`src/rtl/uart_pkg.sv`:
```
// Shared UART constants: sequencer state encoding, default FIFO geometry and baud timing.
package uart_pkg;

  typedef enum logic [1:0] {
    IDLE      = 2'd0,
    LOAD      = 2'd1,
    WAIT_BUSY = 2'd2,
    WAIT_DONE = 2'd3
  } tx_state_e;

  localparam int DEF_DEPTH    = 16;
  localparam int DEF_DW       = 8;
  localparam int CLK_HZ       = 100_000_000;
  localparam int BAUD         = 9600;
  localparam int CLKS_PER_BIT = CLK_HZ / BAUD;

endpackage

```
`src/rtl/sync_fifo.sv`:
```
// Synchronous FIFO with registered occupancy count; full/empty decode from the count register.
module sync_fifo #(
  parameter int DEPTH = 16,
  parameter int DW    = 8
) (
  input  logic                   clk,
  input  logic                   rst,
  input  logic                   push,
  input  logic [DW-1:0]          push_data,
  input  logic                   pop,
  output logic [DW-1:0]          head,
  output logic                   full,
  output logic                   empty,
  output logic [$clog2(DEPTH):0] count
);

  localparam int AW = $clog2(DEPTH);
  localparam int CW = AW + 1;

  logic [DW-1:0] mem [DEPTH];
  logic [AW-1:0] wr_ptr;
  logic [AW-1:0] rd_ptr;
  logic          wr_en;
  logic          rd_en;

  // A push against a full FIFO is dropped even if a pop frees a slot this cycle.
  assign wr_en = push && !full;
  assign rd_en = pop && !empty;

  always_ff @(posedge clk or negedge rst) begin
    if (!rst) begin
      wr_ptr <= '0;
      rd_ptr <= '0;
      count  <= '0;
    end else begin
      if (wr_en) wr_ptr <= wr_ptr + AW'(1);
      if (rd_en) rd_ptr <= rd_ptr + AW'(1);
      case ({wr_en, rd_en})
        2'b10:   count <= count + CW'(1);
        2'b01:   count <= count - CW'(1);
        default: count <= count;
      endcase
    end
  end

  always_ff @(posedge clk) begin
    if (wr_en) mem[wr_ptr] <= push_data;
  end

  assign head  = mem[rd_ptr];
  assign full  = (count == CW'(DEPTH));
  assign empty = (count == '0);

endmodule

```
`src/rtl/uart_tx_feeder.sv`:
```
// Buffers pushed bytes and feeds them one frame at a time to a UART transmitter.
// Optional sticky overflow flag enabled by defining UART_TX_FEEDER_OVF_EN.
module uart_tx_feeder
  import uart_pkg::*;
#(
  parameter int DEPTH = DEF_DEPTH,
  parameter int DW    = DEF_DW
) (
  input  logic                   clk,
  input  logic                   rst,
  input  logic                   push,
  input  logic [DW-1:0]          push_data,
  input  logic                   tx_busy,
  output logic                   tx_start,
  output logic [DW-1:0]          tx_data,
  output logic                   full,
  output logic                   empty,
  output logic [$clog2(DEPTH):0] count,
  output logic                   ovf
);

  tx_state_e     state;
  tx_state_e     state_nxt;
  logic          pop;
  logic [DW-1:0] head;

  sync_fifo #(
    .DEPTH (DEPTH),
    .DW    (DW)
  ) u_fifo (
    .clk       (clk),
    .rst       (rst),
    .push      (push),
    .push_data (push_data),
    .pop       (pop),
    .head      (head),
    .full      (full),
    .empty     (empty),
    .count     (count)
  );

  always_ff @(posedge clk or negedge rst) begin
    if (!rst) begin
      state    <= IDLE;
      tx_start <= 1'b0;
      tx_data  <= '0;
    end else begin
      state    <= state_nxt;
      tx_start <= (state_nxt == LOAD);
      if (pop) tx_data <= head;
    end
  end

  // Wait for busy to rise and then fall so a new byte is only issued after the frame completes.
  always_comb begin
    state_nxt = state;
    pop       = 1'b0;
    case (state)
      IDLE: begin
        if (!empty && !tx_busy) begin
          pop       = 1'b1;
          state_nxt = LOAD;
        end
      end
      LOAD:      state_nxt = WAIT_BUSY;
      WAIT_BUSY: if (tx_busy) state_nxt = WAIT_DONE;
      WAIT_DONE: if (!tx_busy) state_nxt = IDLE;
      default:   state_nxt = IDLE;
    endcase
  end

`ifdef UART_TX_FEEDER_OVF_EN
  always_ff @(posedge clk or negedge rst) begin
    if (!rst) ovf <= 1'b0;
    else if (push && full) ovf <= 1'b1;
  end
`else
  assign ovf = 1'b0;
`endif

endmodule

```
`config.mk`:
```
export PLATFORM = sky130hd
export DESIGN_NAME = uart_tx_feeder
export DESIGN_NICKNAME = d
export VERILOG_FILES = /design/src/rtl/uart_pkg.sv /design/src/rtl/sync_fifo.sv /design/src/rtl/uart_tx_feeder.sv
export SDC_FILE = /design/constraint.sdc
export NUM_CORES = 1
export LEC_CHECK = 0
export ABC_CLOCK_PERIOD_IN_PS = 7300
export CORE_MARGIN = 2
export CORE_UTILIZATION = 50
export DETAILED_ROUTE_END_ITERATION = 6
export PLACE_DENSITY = 0.68
export SYNTH_ARGS = -nofsm -noshare
export SYNTH_HDL_FRONTEND = slang
export SYNTH_SLANG_ARGS = --single-unit
```
`constraint.sdc`:
```
create_clock -name clk -period 7.3 [get_ports clk]
set_input_delay 2.19 -clock clk [delete_from_list [all_inputs] [get_ports clk]]
set_output_delay 2.19 -clock clk [all_outputs]
set_load 0.01 [all_outputs]
```
==> metrics.md <==
| Metric | Value |
|---|---|
| Internal | `0.00194 W` |
| Post-Synthesis Cells | `316` |
| Via count | `2898` |
| Relative slew slack | `0.271` |
| Combinational share of power | `0.260` |
| Area Overhead vs Synth | `15.7%` |
| Global Route met3 Usage | `0.0434` |
| Bufs and invs on worst path | `1` |
| CP max stage delay | `about 0.82 ns` |
| Die height | `approximately 110 um` |
| Clock sink count | `152` |
| GR peak layer | `met2` |
| Max FO, Critical Path | `23` |
| CP max stage cell | `o31a_1` |
| Max Cap Viol | `0` |
| Outcome | `completed` |
| VDD IR max | `approximately 150 uV` |
| Fin Setup TNS | `0 ns` |
| Reg clk slew, reported paths | `approximately 0.06 ns` |
| First-pass DRT Iterations | `4` |
| Post-synth cell types | `31` |
| Final worst-path cycle share | `0.668` |
| Top cell type's share of synthesized area | `0.632` |
| H-tree depth | `4` |
| Achievable Freq | `205 MHz` |
| CTS max path bufs | `2` |
| Top post-synthesis cells by area | `edfxtp_1, mux4_2, dfrtp_1, a221oi_2, ha_1` |
| Final Hold Viols | `0` |
| Placed cell count | `roughly 480` |
| Setup bufs post-CTS | `0` |
| Crit path capture type | `flop` |
| Sw frac | `0.294` |
| DP HPWL | `7140 um` |
| Crit path time final | `4.88 ns` |
| Global Route met2 Usage | `0.298` |
| Net Sw Power | `just over 0.0008 W` |
| Final wirelength | `11400 um` |
| Startpoint Class | `input pin` |
| Ys async rst share | `0.158` |
| Antenna diodes | `0` |
| Register area share after synthesis | `0.730` |
| Reg2reg path depth | `8` |
| CTS Buf Count | `17` |
| Hold Path Stages | `1` |
| Netlist Area Pre-Place | `6080 um^2` |
| Leak | `2.38 nW` |
| Worst Skew | `0.0187 ns` |
| Antenna-violating nets left | `0` |
| Layout cell share with drive strength beyond 1 | `0.219` |
| Clock latency on the worst-skew pair | `about 0.41 ns` |
| Synth Area per Inst | `19.3 um^2` |
| Top delay family on crit path | `compound AO/OA/AOI/OAI gates` |
| Synth top cells by count | `edfxtp_1, mux4_2, dfrtp_1, nor2_1, nand2_1` |
| Top-count cell post-synth | `edfxtp_1` |
| Nets | `370` |
| Via/cell ratio | `5.72` |
| DRC | `0` |
| Hold WC Path Type | `flop to flop` |
| Post-route insts no fill | `between 500 and 600` |
| Largest net degree at the start of global routing | `35` |
| Clock network power share | `0.301` |
| I/O Buffers | `27` |
| Area of the core | `approximately 12000 um^2` |
| FF+latch count, synth | `152` |
| # hold bufs at CTS | `0` |
| Fill count | `between 800 and 900` |
| Yosys top cell by area | `edfxtp_1` |
| Overall Power | `0.00275 W` |
| Num ports | `29` |
| GR Overflow Total | `0` |
| Drt wl/cell | `22.4 um` |
| Initial Util | `0.509` |
| First-pass GRT wire length | `between 15000 and 20000 um` |
| Met1 Usage GRT | `0.266` |
| Initial antenna violation count | `0` |
| Die W | `roughly 110 um` |
| Crit path kind | `input pin to flop` |
| Worst R2R Setup Slack | `slightly above 4 ns` |
| Required time of the critical path | `roughly 7.6 ns` |
| Synthesized Nets | `about 340` |
| Final setup vio count | `0` |
| CP Cell Sequence | `clkdlybuf4s50_1 -> nor3_1 -> o31a_1 -> ha_1 -> ha_1 -> a21o_1 -> a21oi_1 -> mux2i_1 -> xnor2_1` |
| 1st-iter DRT viols | `slightly below 300` |
| Flop pwr share | `0.439` |
| GR Util All Layers | `0.189` |
| Worst path depth | `9` |
| RSZ-0062 raised after global routing | `false` |
| # resized after CTS | `0` |
| Most used cell, CP | `ha_1` |
| Post-synth EDFFs | `128` |
| Max-slew violations | `0` |
| Power Density | `391 nW/um^2` |
| GPL Wtd Cong | `between 0.8 and 0.9` |
| Yosys warnings | `0` |
| Clock root cell | `clkbuf_16` |
| Arrival @ worst endpoint | `5.20 ns` |
| Number of global-route vias before repair | `2941` |
| Row count | `40` |
| Top_reg_cell synth | `edfxtp_1` |
| Total Die Area | `13100 um^2` |
| CTS tree | `built` |
| Actual slew at the worst max-slew pin | `1.09 ns` |
| Final hold slack | `0.540 ns` |
sequential cells by signal, summed over array words and instances, names as in the netlist:
signal,cells
state,2
tx_data,8
u_fifo.count,5
u_fifo.wr_ptr,4
u_fifo.rd_ptr,4
u_fifo.mem,128
tx_start,1
final timing paths:
path,to,start
hold reg to reg,state[0]$_DFF_PN0_,state[1]$_DFF_PN0_
max in group asynchronous,u_fifo.rd_ptr[3]$_DFFE_PN0P_,rst
hold / removal,state[0]$_DFF_PN0_,state[1]$_DFF_PN0_
setup / recovery,u_fifo.count[4]$_DFFE_PN0P_,tx_busy
min in group asynchronous,u_fifo.count[0]$_DFFE_PN0P_,rst
setup reg to reg,u_fifo.count[4]$_DFFE_PN0P_,u_fifo.count[0]$_DFFE_PN0P_
kinds of logic after synthesis:
logic type      synth area share
other cells             0.000616
xor+xnor                  0.0144
simple gates              0.0372
compound gates            0.0401
mux                        0.137
buf+inv                   0.0185
flops                      0.730
fa+ha+maj                 0.0218
stage by stage:
step	cell area, um^2	util	setup slack [ns]
final	7040	0.589	2.42
after global routing	7040	0.589	2.17
after CTS	7040	0.589	2.42
after detailed placement	6480	0.542	2.00
after global placement	6480	0.542	2.15
after floorplan	6080	-	3.13
cells in the final DEF, fill, tap and decap left out, types with 3 or more instances in the layout:
| cell | Yosys | routed |
|---|---|---|
| edfxtp_1 | 128 | 128 |
| mux4_2 | 32 | 32 |
| clkdlybuf4s50_1 | 0 | 27 |
| nor2_1 | 24 | 24 |
| dfrtp_1 | 24 | 22 |
| clkbuf_16 | 0 | 17 |
| nand2_1 | 10 | 10 |
| mux2i_1 | 9 | 9 |
| ha_1 | 9 | 9 |
| o22ai_1 | 8 | 8 |
| a221oi_2 | 8 | 8 |
| xnor2_1 | 8 | 8 |
| nor3_1 | 7 | 7 |
| buf_4 | 4 | 5 |
| inv_1 | 4 | 4 |
| o31a_1 | 3 | 3 |
| a21o_1 | 3 | 3 |
| nand2b_1 | 3 | 3 |
| o21ai_0 | 3 | 3 |
| clkinvlp_4 | 0 | 3 |
power groups by stage:
stage | logic, W | clock network, W | registers (W)
3_5_place_dp | 0.000728 | 0 | 0.00123
3_3_place_gp | 0.000713 | 0 | 0.00122
4_1_cts | 0.000730 | 0.000839 | 0.00121
6_report | 0.000715 | 0.000827 | 0.00121
2_1_floorplan | 0.000534 | 0 | 0.00117
5_1_grt | 0.000785 | 0.000875 | 0.00123
metal layers:
metal  share of wire  routed length (um)
met1            0.42                4830
met2            0.51                5760
met3           0.063                 712
met4          0.0054                  61
met5               0                   0
layout make-up:
cell class | count | area (um^2) | share of cell area
clock buffer | 19 | 433 | 0.0615
timing repair buffer | 32 | 308 | 0.0437
sequential | 152 | 4450 | 0.632
inverter | 4 | 15.0 | 0.00213
clock inverter | 12 | 126 | 0.0179
multi-input combinational | 141 | 1530 | 0.217
tap | 147 | 184 | 0.0261
(Power assumes the default switching activity.)
